[config.mk]
export PLATFORM = sky130hd
export DESIGN_NAME = sm2compl_stream
export DESIGN_NICKNAME = d
export VERILOG_FILES = /design/src/rtl/sm2compl_stream.sv
export SDC_FILE = /design/constraint.sdc
export NUM_CORES = 1
export LEC_CHECK = 0
export ABC_AREA = 1
export CORE_MARGIN = 2
export CORE_UTILIZATION = 45
export DETAILED_ROUTE_END_ITERATION = 16
export MAX_ROUTING_LAYER = met4
export PLACE_DENSITY = 0.72
export SLEW_MARGIN = 30
export SYNTH_ARGS = -nofsm -noshare
export SYNTH_HDL_FRONTEND = slang
export SYNTH_SLANG_ARGS = --single-unit
[constraint.sdc]
create_clock -name i_clk -period 1.88 [get_ports i_clk]
set_input_delay 0.376 -clock i_clk [delete_from_list [all_inputs] [get_ports i_clk]]
set_output_delay 0.376 -clock i_clk [all_outputs]
set_load 0.005 [all_outputs]
[src/rtl/sm2compl_stream.sv]
// sm2compl_stream
//   Converts a stream of sign-magnitude messages to complement code and
//   buffers them in a 2-entry FIFO with a valid/ready handshake on both sides.
//   Every message is tagged with a "last" flag that marks the final message
//   (index DEG-1) of each variable-node group.
//
// Parameters
//   W    message width; bit W-1 is the sign, bits W-2:0 the magnitude
//   DEG  messages per variable-node group (2..64)
//
// Ports
//   i_clk    clock; all state changes on its rising edge
//   i_rst_n  synchronous active-low reset
//   i_valid  upstream offers a message on i_data
//   i_data   sign-magnitude message
//   o_ready  block can accept a message this cycle
//   o_valid  head of the output buffer is valid
//   i_ready  downstream accepts the head this cycle
//   o_data   converted complement-code message at the head
//   o_last   head is the last message of its group
//   o_negz   sticky: a negative-zero input has been accepted since reset
module sm2compl_stream #(
  parameter int W   = 11,
  parameter int DEG = 6
) (
  input  logic         i_clk,
  input  logic         i_rst_n,
  input  logic         i_valid,
  input  logic [W-1:0] i_data,
  output logic         o_ready,
  output logic         o_valid,
  input  logic         i_ready,
  output logic [W-1:0] o_data,
  output logic         o_last,
  output logic         o_negz
);

  localparam int IW = (DEG > 1) ? $clog2(DEG) : 1;

  logic [W-1:0]  buf_data [2];
  logic          buf_last [2];
  logic          wr_ptr;
  logic          rd_ptr;
  logic [1:0]    count;
  logic [IW-1:0] grp_idx;
  logic          negz;

  logic          push;
  logic          pop;
  logic          in_sign;
  logic          in_negz;
  logic          grp_end;
  logic [W-1:0]  conv_data;

  // Negative values have their magnitude bits inverted; the sign bit is kept,
  // so negative zero lands on all-ones.
  assign in_sign   = i_data[W-1];
  assign in_negz   = in_sign && (i_data[W-2:0] == '0);
  assign conv_data = {in_sign, i_data[W-2:0] ^ {(W-1){in_sign}}};
  assign grp_end   = (grp_idx == IW'(DEG - 1));

  // Handshake flags come from the registered count only, so o_ready has no
  // combinational dependence on i_ready.
  assign o_ready = (count != 2'd2);
  assign o_valid = (count != 2'd0);
  assign push    = i_valid && o_ready;
  assign pop     = o_valid && i_ready;

  // The storage array is never reset; its contents are only visible once
  // o_valid is set, so outputs are forced to zero while the buffer is empty.
  assign o_data = o_valid ? buf_data[rd_ptr] : '0;
  assign o_last = o_valid && buf_last[rd_ptr];
  assign o_negz = negz;

  always_ff @(posedge i_clk) begin
    if (push) begin
      buf_data[wr_ptr] <= conv_data;
      buf_last[wr_ptr] <= grp_end;
    end
  end

  always_ff @(posedge i_clk) begin
    if (!i_rst_n) begin
      wr_ptr  <= 1'b0;
      rd_ptr  <= 1'b0;
      count   <= 2'd0;
      grp_idx <= '0;
      negz    <= 1'b0;
    end else begin
      if (push) begin
        wr_ptr  <= ~wr_ptr;
        grp_idx <= grp_end ? '0 : grp_idx + IW'(1);
        if (in_negz) begin
          negz <= 1'b1;
        end
      end
      if (pop) begin
        rd_ptr <= ~rd_ptr;
      end
      // Simultaneous push and pop leave the occupancy unchanged.
      case ({push, pop})
        2'b10:   count <= count + 2'd1;
        2'b01:   count <= count - 2'd1;
        default: count <= count;
      endcase
    end
  end

endmodule

Word level (Yosys, flattened, before mapping)
Memory sizes are Yosys's and may differ from the RTL's. A register that Yosys moved wholly into a read port is not among the register bits.
Index checks and enable logic that the tools add are counted.

word-level totals
  RAM bits = 24
  memories = 2
  register bits after elaboration = 8
  output and inout port bits = 15

memories
  memory    words  bits a word  read ports  clocked after memory_dff  write ports  line  source
  buf_data  2      11           1           1                         1            40    logic [W-1:0] buf_data [2];
  buf_last  2      1            1           1                         1            41    logic buf_last [2];

cells by class
  bitwise operators = 3
  equality and inequality tests = 4
  muxes and demuxes = 9
  reduce and logical (&&, ||, !) cells = 8
  add/subtract/negate cells = 3

operators by type and width
  cell                                              number
  two-way mux 11 bit                                1
  logical NOT 10 bit                                1
  bitwise XOR 10 bit                                1
  two-way mux 1 bit                                 6
  logical AND 1 bit                                 4
  one-hot mux 2 bit (2 select lines)                1
  nonzero test 2 bit                                2
  adder 3 x 1 -> 3 bit, second input constant       1
  == test 3 bit, second input constant              1
  two-way mux 3 bit                                 1
  adder 2 x 1 -> 2 bit, second input constant       1
  == test 2 x 1 -> 1 bit, second input constant     1
  == test 2 bit, second input constant              1
  inequality test 2 bit, second input constant      1
  inverter 1 bit                                    2
  AND reduction 2 bit                               1
  subtractor 2 x 1 -> 2 bit, second input constant  1

Longest topological paths before layout
Gate-level depths: netlist (run 1).

  depth in word-level cells = 4
  depth in mapped cells = 8
  depth with buffers taken out = 8

Worst setup path after synthesis (run 1)
OpenSTA, ideal clock, no wires.

  kind = reg2reg
  start point = register count[0]
  end point = memory buf_data[1][0], enable pin
  path slack = 332 ps
  cell stages (with the launch flop) = 5
  setup time = 382 ps
  arrival = 1166 ps
  cell sequence = dfxtp_1 -> inv_2 -> nand2_4 -> nand2_4 -> nor2_1

between the ends
  longest elaborated chain between the ends = 4

RTL lines
  what                                     line  source
  start, declared                          44    logic [1:0] count;
  start signal, assigned                   102   2'b10: count <= count + 2'd1;
  start signal, assigned                   103   2'b01: count <= count - 2'd1;
  start signal, assigned                   104   default: count <= count;
  inequality test 2 bit                    64    assign o_ready = (count != 2'd2);
  via o_ready                              30    output logic o_ready,
  logical AND 1 bit                        66    assign push = i_valid && o_ready;
  two-way mux 1 bit                        76    if (push) begin
  two-way mux 1 bit (implied by the code)  77    buf_data[wr_ptr] <= conv_data;
  end, declared                            40

The timed path passes the listed nets, and every way through them passes these cells.

Worst setup path after layout (run 1)
  start point = register count[0]
  end point = output port o_valid

between the ends
  longest elaborated chain between the ends = 1

RTL lines
  what                line  source
  nonzero test 2 bit  65    assign o_valid = (count != 2'd0);
  end, declared       31    output logic o_valid,

Every way passes these cells.

==> key figures, run 1 <==
Clock tree
  • Clock root buffer: clkbuf_4
  • CTS buffer count: 5
  • Maximum level of the CTS H-tree: 2
  • Worst-path clk slew: 0.09 ns
  • Clk Latency, worst-skew pair: 0.33 ns
  • Hold-fix buffers, CTS: 0
  • Max clock buf depth: 2
  • CTS tree: built
  • CTS Sinks: 33

Power
  • Power Density: 1060 nW/µm²
  • Leakage Power: 0.000808 µW
  • Peak VDD IR: between 400 and 500 µV
  • Design Power: ~2100 µW

Place
  • Placed Area: around 1800 µm²
  • Place WS: 0.0383 ns
  • I/O Buffers: 29
  • RD Place Congestion: 0.822
  • DPL Wire Length: just over 2000 µm

Timing
  • Maximum clock frequency: 0.556 GHz
  • Final slew viol count: 0
  • Period utilization: 95.7%
  • Clock Skews: 0.0103 ns
  • Final hold vios: 0
  • Minimum clock period: between 1.5 and 2 ns
  • Slew of the pin with the lowest slew margin: 0.270 ns
  • RSZ-0062 raised after global routing: false
  • Setup violators final: 0
  • Worst relative slew slack: approximately 80%
  • Total negative slack: 0 ns
  • Final WS setup: approximately 0.081 ns

Cells and area
  • Commonest non-fill, non-tap cell in the layout: nand2_1
  • Layout net count: 200
  • Area Growth Syn to Fin: 33.5%
  • Finished layout cell area: slightly below 2000 µm²
  • Most frequent cells in the layout: nand2_1 (33), edfxtp_1 (24), clkdlybuf4s50_1 (17), a21oi_1 (16), nor2_1 (14)
  • Number of filler cells placed in the layout: 277
  • Proportion of layout cells with a drive suffix above 1: roughly 15%
  • ANT cells: 0

Detailed routing
  • DRC Markers: 0
  • Vias: 1071
  • Routed Antenna Nets: 0
  • Via density: 4.68
  • WL final: 2750 µm
  • Initial DRT Pass Iterations: 2
  • Starting DRC count in detailed routing: 27
  • Wirelength per Cell: 12.0 µm

Yosys
  • Syn Std Cell Area: 1450 µm²
  • Yosys top cell by area: edfxtp_1
  • Synthesis Warnings: 0
  • Synthesized net count: ~160
  • FF+latch count, synth: 33
  • Cell count after synthesis: 142
  • Post-synthesis cell type count: 20
  • Syn avg cell area: 10.2 µm²
  • Synth top area cells: edfxtp_1 (50%), dfxtp_1 (12%), nand2_1 (8.5%)
  • Part of the Yosys area used for sequential elements: 62.1%
  • Area share of the largest cell type after synthesis: 49.7%

Die
  • Starting density of the core: 47.5%
  • Row count: 20
  • Core Area: approximately 3100 µm²
  • Die Y: 60.8 µm
  • Die Wd: roughly 60 µm
  • Ports: 30
  • Die area: 3690 µm²

Critical path
  • Crit path DAT: approximately 1.4 ns
  • Critical path class: reg2out
  • CP required: 1.50 ns
  • Crit path max fanout: 8
  • CP Capture Type: output port
  • Worst setup SP type: register

Flow run
  • Max Cap Viol: 0

Min path
  • Hold Path Class: reg2reg

GRT
  • GR Overflow Total: 0
  • Initial antenna violation count: 0
  • Largest net degree at the start of global routing: 15
  • Vias in the first global route: 1084
  • First-pass GRT wire length: 4560 µm
  • GRT Util Overall: 18.7%

Outcome
  • Outcome: finished clean
flip-flops by register name (all words and copies together), names as in the netlist, named ones only:
register / cells
rd_ptr: 1
grp_idx: 3
buf_last: 2
buf_data: 22
o_negz: 1
wr_ptr: 1
count: 2
stage by stage:
stage / util, % / hold slack, ns / cells
final: 63.4 / 0.463 / 229
after global routing: 63.4 / 0.489 / 229
after detailed placement: 59.6 / 0.449 / 217
after floorplan: - / 0.431 / 142
after CTS: 62.4 / 0.461 / 227
after global placement: 59.6 / 0.448 / 217
final cells by class:
type                       instances  area [µm²]  share of cell area (%)
inverter                          15        58.8                    3.04
sequential                        33         910                    47.0
clock buffer                       8        58.8                    3.04
tap                               44        55.1                    2.84
multi-input combinational         90         478                    24.7
timing repair buffer              39         375                    19.4
Yosys cell counts:
| library cell | n |
|---|---|
| nand2_1 | 33 |
| edfxtp_1 | 24 |
| a21oi_1 | 16 |
| inv_1 | 14 |
| nor2_1 | 14 |
| xor2_1 | 10 |
| dfxtp_1 | 9 |
| buf_2 | 4 |
| o21ai_0 | 4 |
| nand2_4 | 2 |
| nand4_1 | 2 |
| nor2_4 | 2 |
| a21oi_2 | 1 |
| a31oi_1 | 1 |
| ha_1 | 1 |
| inv_2 | 1 |
| nand2_2 | 1 |
| nor2_2 | 1 |
| o21ai_1 | 1 |
| or2_1 | 1 |
worst paths after layout:
path	from	end	slack, ns	cells after the start
max reg2reg	count[0]	count[1]	0.40	9
min reg2reg	o_negz	o_negz	0.46	2
min	o_negz	o_negz	0.46	2
max	count[0]	o_valid	0.08	4
routing by layer:
layer	global-route usage [%]	routed length [µm]	part of all wire (%)
met5	-	0	0
met4	11.8	57	2.1
met3	6.40	144	5.2
met2	30.7	1440	53
met1	19.0	1100	40
timing repair:
action | CTS | global route
gates resized for setup | 19 | 1
buffers inserted | 2 | 2
pin swaps | 1 | 0
endpoints found under the setup margin | 13 | 1
kinds of logic after synthesis:
| kind of cell | count (synthesis) | synth area share [%] |
|---|---|---|
| buffers and inverters | 19 | 5.26 |
| AO/OA/AOI/OAI | 23 | 8.28 |
| AND/OR/NAND/NOR | 56 | 17.4 |
| flip-flops | 33 | 62.1 |
| adder cells (fa/ha/maj) | 1 | 0.863 |
| XOR/XNOR | 10 | 6.04 |
where the power goes:
part | internal, µW | switching [µW]
Clock | 184 | 217
Sequential | 899 | 52.1
Combinational | 359 | 343
Total | 1440 | 612
worst max-delay path: stages (launching register included):
cell and delay (ns):
dfxtp_4 0.39, nor2_4 0.05, buf_12 0.13, inv_1 0.04
clkdlybuf4s50_1 0.48
(Power assumes the default switching activity.)
==> inputs of run 2 (changes only) <==
--- a/config.mk
+++ b/config.mk
@@ -8,6 +8,7 @@
 export ABC_AREA = 1
 export CORE_MARGIN = 2
 export CORE_UTILIZATION = 45
+export CTS_CLUSTER_DIAMETER = 150
 export DETAILED_ROUTE_END_ITERATION = 16
 export MAX_ROUTING_LAYER = met4
 export PLACE_DENSITY = 0.72
==> results of run 2 <==
Final layout, timing and power as in run 1 (identical DEF).
==> inputs of run 3 (changes only) <==
==> constraint.sdc (replaced) <==
create_clock -name i_clk -period 1.88 [get_ports i_clk]
set_input_delay 0.564 -clock i_clk [delete_from_list [all_inputs] [get_ports i_clk]]
set_output_delay 0.564 -clock i_clk [all_outputs]
set_load 0.005 [all_outputs]
==> key figures, run 3 (synthesis results as in run 1) <==
Timing
  • Worst relative slew slack: 81.7% (was 81.9%)
  • Final WS setup: 0.0512 ns (was 0.0814 ns)
  • Setup violators final: 0 (unchanged)
  • Slew of the pin with the lowest slew margin: 0.273 ns (was 0.270 ns)
  • Total negative slack: 0 ns (unchanged)
  • Period utilization: 97.3% (was 95.7%)
  • Hold Slack: 0.470 ns (was 0.463 ns)
  • Final slew viol count: 0 (unchanged)
  • Clock Skews: 0.00788 ns (was 0.0103 ns)
  • Maximum clock frequency: 0.547 GHz (was 0.556 GHz)
  • Minimum clock period: 1.83 ns (was 1.80 ns)
  • Final hold vios: 0 (unchanged)

Clock tree
  • CTS Sinks: 33 (unchanged)
  • Worst-path clk slew: 0.09 ns (about the same)
  • Hold-fix buffers, CTS: 0 (unchanged)
  • Clk Latency, worst-skew pair: 0.31 ns (was 0.33 ns)
  • CTS tree: built (unchanged)
  • Buffers inserted by post-CTS timing repair: 0 (was 2)
  • Clock root buffer: clkbuf_4 (unchanged)
  • Post-cts sizing count: 25 (was 19)
  • CTS buffer count: 5 (unchanged)
  • Maximum level of the CTS H-tree: 2 (unchanged)
  • Max clock buf depth: 2 (unchanged)

Critical path
  • Critical R2R Launch: count[0] (unchanged)
  • Crit path DAT: 1.26 ns (was 1.42 ns)
  • CP Capture Type: output port (unchanged)
  • Worst R2R Path Depth: 9 (unchanged)
  • CP required: 1.32 ns (was 1.50 ns)
  • Worst r2r dst: count[1] (unchanged)
  • Crit path max fanout: 7 (was 8)
  • Reg2Reg Setup Slack: 0.38 ns (was 0.40 ns)
  • Critical path class: reg2out (unchanged)
  • Worst setup SP type: register (unchanged)

Min path
  • WHS Endpoint: o_negz (unchanged)
  • Hold Path Class: reg2reg (unchanged)
  • Hold Path Depth: 2 (unchanged)
  • Hold path start: o_negz (unchanged)

Die
  • Die Y: 60.8 µm (unchanged)
  • Die Wd: 60.8 µm (unchanged)
  • Starting density of the core: 47.5% (unchanged)
  • Ports: 30 (unchanged)
  • Row count: 20 (unchanged)
  • Core Area: 3050 µm² (unchanged)
  • Die area: 3690 µm² (unchanged)

Cells and area
  • Commonest non-fill, non-tap cell in the layout: nand2_1 (unchanged)
  • Layout net count: 207 (was 200)
  • Most frequent cells in the layout: nand2_1 (33), edfxtp_1 (24), buf_4 (16), clkdlybuf4s50_1 (15), nor2_1 (14) (was nand2_1 (33), edfxtp_1 (24), clkdlybuf4s50_1 (17), a21oi_1 (16), nor2_1 (14))
  • Multi-input gate area: 484 µm² (was 478 µm²)
  • Largest Register: buf_data (unchanged)
  • Share of the core filled with cells: 63.2% (was 63.4%)
  • Number of filler cells placed in the layout: 265 (was 277)
  • ANT cells: 0 (unchanged)
  • Largest registers: buf_data (22), grp_idx (3) (unchanged)
  • Register area: 907 µm² (was 910 µm²)
  • Proportion of layout cells with a drive suffix above 1: 25.0% (was 15.1%)
  • Area Growth Syn to Fin: 33.0% (was 33.5%)
  • Max reg flops: 22 (unchanged)

Place
  • I/O Buffers: 29 (unchanged)
  • RD Place Congestion: 0.811 (was 0.822)
  • DPL Wire Length: 2250 µm (was 2020 µm)
  • Place WS: -0.0267 ns (was 0.0383 ns)

Detailed routing
  • Starting DRC count in detailed routing: 48 (was 27)
  • Wirelength per Cell: 12.6 µm (was 12.0 µm)
  • DRC Markers: 0 (unchanged)
  • Initial DRT Pass Iterations: 4 (was 2)
  • Via density: 4.65 (was 4.68)
  • WL final: 2970 µm (was 2750 µm)
  • Vias: 1097 (was 1071)
  • Routed Antenna Nets: 0 (unchanged)

Flow run
  • Max Cap Viol: 0 (unchanged)

GRT
  • Largest net degree at the start of global routing: 11 (was 15)
  • GRT Util Overall: 18.5% (was 18.7%)
  • Initial antenna violation count: 0 (unchanged)
  • GR Overflow Total: 0 (unchanged)
  • Vias in the first global route: 1165 (was 1084)
  • First-pass GRT wire length: 4820 µm (was 4560 µm)

Power
  • Power Density: 1050 nW/µm² (was 1060 nW/µm²)
  • Peak VDD IR: 482 µV (was 476 µV)
  • Leakage Power: 0.000804 µW (was 0.000808 µW)
  • Design Power: 2020 µW (was 2060 µW)

Outcome
  • Outcome: finished clean (unchanged)
==> run 3: cell count changes in the layout (fill, tap and decap cells not counted), moves of 2 or more <==
cell and change:
clkbuf_2 +10, a21oi_2 +3, a21oi_1 -3, clkdlybuf4s50_1 -2, dlygate4sd2_1 -8, buf_4 +8
buf_12 -2
==> run 3: power by group <==
part	total [µW]	internal, µW	switching (µW)	leakage, µW
sequential	939	896	43.0	0.000300
combinational	683	318	365	0.000471
clock	400	185	215	0.0000326
total	2020	1400	623	0.000804
==> run 3: per-layer routing <==
layer,vias up,GRT usage (%),part of all wire [%]
met5,-,-,0
met4,0,7.45,0.64
met3,2,4.48,4.1
met2,24,33.0,55
met1,509,19.5,40
li1,562,-,-
==> run 3: area by class of cell <==
| type | count | share of cell area, % |
|---|---|---|
| flip-flops and latches | 33 | 47.0 |
| multi-input cells | 90 | 25.1 |
| repair buffers | 46 | 19.0 |
| clock buffers | 8 | 3.05 |
| inverters | 15 | 2.92 |
| well taps | 44 | 2.86 |
==> run 3: worst max-delay path by stage <==
stage               slack, ns        endpoint     start
floorplan                0.30  buf_data[1][0]   i_valid
global placement         0.01        count[1]   i_valid
global route          -0.0005       o_data[4]  register
finish                   0.05       o_data[4]  register
CTS                    -0.006      o_data[10]  register
detailed placement      -0.03        count[1]   i_valid
==> run 3: worst max-delay path, cell delays in order, from the launching register on <==
cell and delay (ns):
dfxtp_4 0.37, inv_2 0.06, buf_6 0.12, nand2_1 0.05
a21oi_1 0.10, dlygate4sd2_1 0.24
==> run 3: metrics by stage <==
step	cells	area, µm²
after floorplan	142	1450
after CTS	236	1970
final	236	1930
after detailed placement	228	1900
after global routing	236	1930
after global placement	228	1900
==> RTL change 1 (config.mk and constraints of run 1) <==
Change the parameter `W` from 11 to 12.
--- a/src/rtl/sm2compl_stream.sv
+++ b/src/rtl/sm2compl_stream.sv
@@ -20,7 +20,7 @@
 //   o_last   head is the last message of its group
 //   o_negz   sticky: a negative-zero input has been accepted since reset
 module sm2compl_stream #(
-  parameter int W   = 11,
+  parameter int W   = 12,
   parameter int DEG = 6
 ) (
   input  logic         i_clk,
Interface: changed (resized i_data and o_data); port bits go from 30 to 32. No check against the original RTL was run, so the function may have changed too.
==> RTL change 1 against run 1 <==
- setup slack better by 38 ps
- design area up 6.2%
- hold slack better by 3.5 ps
- core utilization up 2.8 points
- sequential cell count up 2
- clock skew up 1.0 ps
- routed wire length up 11%
- area after synthesis up 3.5%
- clock power up 34%
- via count up 6.6%
- power up 10%
- critical path depth up 1
- die area up 3.3%
- synthesized cell count up 2.8%
- largest power group unchanged
==> RTL change 1: results (changes against run 1) <==
Outcome
  • Result of the run: finished, final reports clean

Yosys
  • Count of cell types in the netlist: 19 (-5.0%)
  • Commonest cells in the netlist: nand2_1, edfxtp_1, a21oi_1
  • Biggest area contributors in the synthesized netlist: edfxtp_1, dfxtp_1, nand2_1
  • Post-synthesis async set-or-reset flop share: 0% (unchanged)
  • Compound-cell area share of the yosys netlist: 8.83% (+0.55 points)
  • Synth Flop Type: edfxtp_1
  • Mapped Nets: 163 (+3.2%)
  • Register area share after synthesis: 64.0% (+1.9 points)
  • EDFF count, synth: 26 (+8.3%)
  • Synthesized-area fraction occupied by adder cells: 0.833% (-0.029 points)
  • Area share of xor/xnor cells in the synthesized design: 6.42% (+0.38 points)

Worst setup path
  • Worst setup path endpoint: o_data[1]
  • Highest fanout seen on the critical path: 6 (-2)
  • R2r setup slk: 350 ps (-50 ps)
  • Length in cells of the worst reg-to-reg path: 8 (-1)

Placed design
  • Final Wtd Congestion: 0.761 (-7.5%)
  • Sum of net half-perimeters after detailed placement: 2260 um (+12%)
  • Number of buffers inserted by port buffering: 31 (+6.9%)

GRT
  • Total global-route track usage: 19.3% (+0.60 points)
  • Pin count of the biggest net entering global routing: 14 (-1)
  • Wire length of the first global-routing pass: 4820 um (+5.8%)

Clocking
  • CTS clk-pin slew, worst paths: 110 ps (+20 ps)
  • CTS H-tree depth: 2 (unchanged)

Cells and area
  • Largest registers ranked by flip-flop count: buf_data x24, grp_idx x3
  • Number of filler cells placed in the layout: 273 (-1.4%)
  • Layout cells sized above 1: 17.9% (+2.7 points)
  • Layout net count: 212 (+6.0%)

Min path
  • Worst hold path type: reg2reg

Routing
  • Detailed-routing iteration count for the pre-antenna-repair pass: 4 (+2)
  • Total Routed Length: 3050 um (+11%)
  • Number of design-rule violations left by the first detailed-router iteration: 46 (+70%)
  • Vias: 1142 (+6.6%)

STA
  • Worst slew margin relative to its limit: 80.6% (-1.3 points)
  • Maximum clock skew at final layout: 11.3 ps (+1.03 ps)

Power
  • Net switching fraction of the power: 29.4% (-0.36 points)
  • VDD IR-drop max: 628 uV (+32%)
  • Static Leak: 0.867 nW (+7.2%)
==> RTL change 1: cell types whose count changed after synthesis, sizes merged, moves of 2 or more <==
cell,before,now
a21oi,17,19
edfxtp,24,26
inv,15,11
nand2,36,38
nand3,0,2
==> RTL change 1: timing repair <==
action,in CTS,in global routing
buffers inserted,1,3
endpoints found under the setup margin,14,5
resized for setup,21,7
cloned,0,0
==> RTL change 1: logic make-up after synthesis <==
| family | Yosys count |
|---|---|
| flip-flops | 35 |
| AND/OR/NAND/NOR | 59 |
| buffers and inverters | 15 |
| AO/OA/AOI/OAI | 25 |
| XOR/XNOR | 11 |
| adder cells (fa/ha/maj) | 1 |
==> RTL change 1: worst min path at each step <==
stage / slack, ps / endpoint / cells after the start / from
finish: 470 / flip-flop / 1 / rd_ptr$_SDFFE_PN0P_
global route: 480 / flip-flop / 1 / rd_ptr$_SDFFE_PN0P_
CTS: 470 / flip-flop / 1 / rd_ptr$_SDFFE_PN0P_
detailed placement: 440 / flip-flop / 1 / rd_ptr$_SDFFE_PN0P_
global placement: 440 / o_negz$_SDFFE_PN0P_ / 2 / o_negz$_SDFFE_PN0P_
floorplan: 430 / flip-flop / 1 / rd_ptr$_SDFFE_PN0P_
==> RTL change 1: power by group through the flow <==
| stage | logic, mW | clock network, mW | registers (mW) |
|---|---|---|---|
| final | 0.712 | 0.539 | 1.02 |
| after global routing | 0.787 | 0.588 | 1.03 |
| after CTS | 0.670 | 0.555 | 1.02 |
| after detailed placement | 0.707 | 0 | 1.02 |
| after global placement | 0.686 | 0 | 1.02 |
| after floorplan | 0.320 | 0 | 1.01 |
==> RTL change 1: final cells by class <==
| type | instances | share of cell area (%) |
|---|---|---|
| flip-flops and latches | 35 | 47.3 |
| clock inverters | 3 | 2.13 |
| well taps | 44 | 2.68 |
| clock buffers | 5 | 1.83 |
| repair buffers | 46 | 20.1 |
| multi-input cells | 96 | 23.9 |
| inverters | 11 | 2.01 |
==> RTL change 1: stage by stage <==
step / setup slack, ps / utilization, % / std cells / area, um2 / hold slack (ps)
6_report: 119 / 66.3 / 240 / 2060 / 467
5_1_grt: 2.75 / 66.3 / 240 / 2060 / 477
4_1_cts: 3.43 / 65.1 / 237 / 2020 / 467
3_5_place_dp: 98.6 / 62.2 / 228 / 1930 / 443
3_3_place_gp: 141 / 62.2 / 228 / 1930 / 444
2_1_floorplan: 259 / - / 146 / 1500 / 425
==> RTL change 1: layer usage <==
metal,up-vias,GRT usage (%),routed length [um]
li1,584,-,-
met5,-,-,0
met2,27,33.5,1570
met4,0,8.21,58
met3,7,6.21,147
met1,524,20.0,1270
==> RTL change 1: worst max-delay path, cell delays in order, from the launching register on <==
cell,delay (ps)
dfxtp_4,380
inv_1,80
buf_4,140
nand2_1,60
a21oi_2,130
dlygate4sd2_1,250
==> RTL change 2 (flow settings as in run 1) <==
Without the edit above. Make the reset (`i_rst_n`) asynchronous in one clocked block. Comments in the files are not updated.
--- a/src/rtl/sm2compl_stream.sv
+++ b/src/rtl/sm2compl_stream.sv
@@ -79,7 +79,7 @@
     end
   end
 
-  always_ff @(posedge i_clk) begin
+  always_ff @(posedge i_clk or negedge i_rst_n) begin
     if (!i_rst_n) begin
       wr_ptr  <= 1'b0;
       rd_ptr  <= 1'b0;
Check against the original RTL: differs if i_rst_n is asserted again (counterexample within 4 cycles, from zero or initial values and one cycle with i_rst_n low); with i_rst_n held inactive, the same outputs for 10 cycles.
==> RTL change 2 against run 1 <==
- count of clock-buffer cells in the layout down 1
- global-route usage up 0.47 points
- power up 37%
- design area up 2.8%
- sequential cell count shrank 1
- sequential power increased by 16%
- clock skew hardly changed
- critical path depth up 1
- routed wire length up 5.8%
- setup slack lost 16 ps
- area after synthesis down 1.6%
- clock power is 11% lower
- non-clock buffer count grew 7
- critical path type unchanged
- largest cell class unchanged
==> RTL change 2: results (changes against run 1) <==
Worst setup path
  • WP data arrival: 1440 ps (+20 ps)
  • Length in cells of the worst reg-to-reg path: 7 (-2)
  • Highest fanout seen on the critical path: 5 (-3)
  • Library cell contributing the largest single delay on the critical path: dfrtp_2
  • Worst setup path startpoint: rd_ptr$_DFFE_PN0P_

Cells and area
  • Non-clock buffer share of cell area: 22.3% (+2.9 points)
  • Register fraction of the total cell area: 46.4% (-0.64 points)
  • Number of filler cells placed in the layout: 248 (-10%)
  • Number of multi-input combinational cells in the layout: 87 (-3.3%)
  • Clk_buf instances: 7 (-1)
  • Share of the core filled with cells: 65.7% (+2.3 points)
  • Layout net count: 201 (+0.50%)
  • Number of inverters outside the clock class in the layout: 13 (-2)
  • Post-route cell area: 1990 um2 (+2.8%)
  • Layout cells sized above 1: 21.5% (+6.4 points)
  • Clk tree area frac: 2.45% (-0.59 points)
  • Bufs w/o clock: 46 (+18%)

Yosys
  • Mapped Nets: 151 (-4.4%)
  • Commonest cells in the netlist: nand2_1, edfxtp_1, nor2_1
  • Post-synthesis async set-or-reset flop share: 25.0% (+25 points)
  • Biggest area contributors in the synthesized netlist: edfxtp_1, dfrtp_1, nand2_1
  • Synthesized area per cell: 10.6 um2 (+3.6%)
  • Count of cell types in the netlist: 17 (-15%)

GRT
  • Total global-route track usage: 19.2% (+0.47 points)
  • Number of global-route vias before repair: 1071 (-1.2%)
  • Wire length of the first global-routing pass: 4690 um (+2.9%)
  • Fraction of met2 tracks used by global routing: 31.8% (+1.1 points)
  • Routing usage on met3: 4.76% (-1.6 points)

Power
  • Static Leak: 0.842 nW (+4.1%)
  • Power, Total: 2.82 mW (+37%)
  • VDD IR-drop max: 583 uV (+22%)
  • Combinational share of power: 48.4% (+14 points)
  • Int Power: 1.84 mW (+28%)
  • Share of total power in the clock network: 12.6% (-6.9 points)

Placed design
  • Placed inst area: 1830 um2 (+0.41%)
  • Setup slack after placement: 34.8 ps (-3.46 ps)
  • Final Wtd Congestion: 0.724 (-12%)
  • Sum of net half-perimeters after detailed placement: 2070 um (+2.1%)

Routing
  • Number of design-rule violations left by the first detailed-router iteration: 21 (-22%)
  • Wire length on met1: 1200 um (+8.5%)
  • DR WL met3: 123 um (-15%)
  • Vias: 1078 (+0.65%)
  • Average routed wire per standard cell: 12.6 um (+5.3%)
  • Routed via count divided by cell count: 4.69 (+0.22%)
  • Detailed-routing iteration count for the pre-antenna-repair pass: 4 (+2)

STA
  • Worst slew margin relative to its limit: 74.3% (-7.6 points)
  • Smallest hold slack: 335 ps (-128 ps)
  • Maximum clock skew at final layout: 10.5 ps (+0.183 ps)

Min path
  • Worst hold path type: in2async

Clocking
  • Number of buffers inserted by post-CTS setup repair: 6 (+4)
  • TritonCTS sink count: 32 (-3.0%)
  • Post-cts gate resize count: 27 (+8)

Outcome
  • Result of the run: finished, final reports clean
RTL change 2: cell count changes after synthesis, sizes merged, moves of 2 or more:
| cell | run 1 | this run |
|---|---|---|
| nand2 | 36 | 40 |
| dfrtp | 0 | 8 |
| dfxtp | 9 | 0 |
| nand3 | 0 | 3 |
| inv | 15 | 12 |
| nor2 | 17 | 15 |
| o21ai | 5 | 0 |
| xor2 | 10 | 12 |
| a21oi | 17 | 12 |
RTL change 2: how the worst max path moves through the flow:
stage	to	slack, ps	cells past startpoint
2_1_floorplan	buf_data[0][0]$_DFFE_PP_	310	4
3_3_place_gp	o_data[9]	70	4
3_5_place_dp	o_data[4]	30	4
4_1_cts	o_data[7]	10	5
5_1_grt	o_data[7]	-10	5
6_report	o_data[4]	70	5
RTL change 2: logic make-up after synthesis:
group	count (synthesis)	synth area share [%]
AO/OA/AOI/OAI	13	5.00
XOR/XNOR	13	7.98
adder cells (fa/ha/maj)	1	0.876
AND/OR/NAND/NOR	60	16.9
buffers and inverters	16	4.73
flip-flops	32	64.5
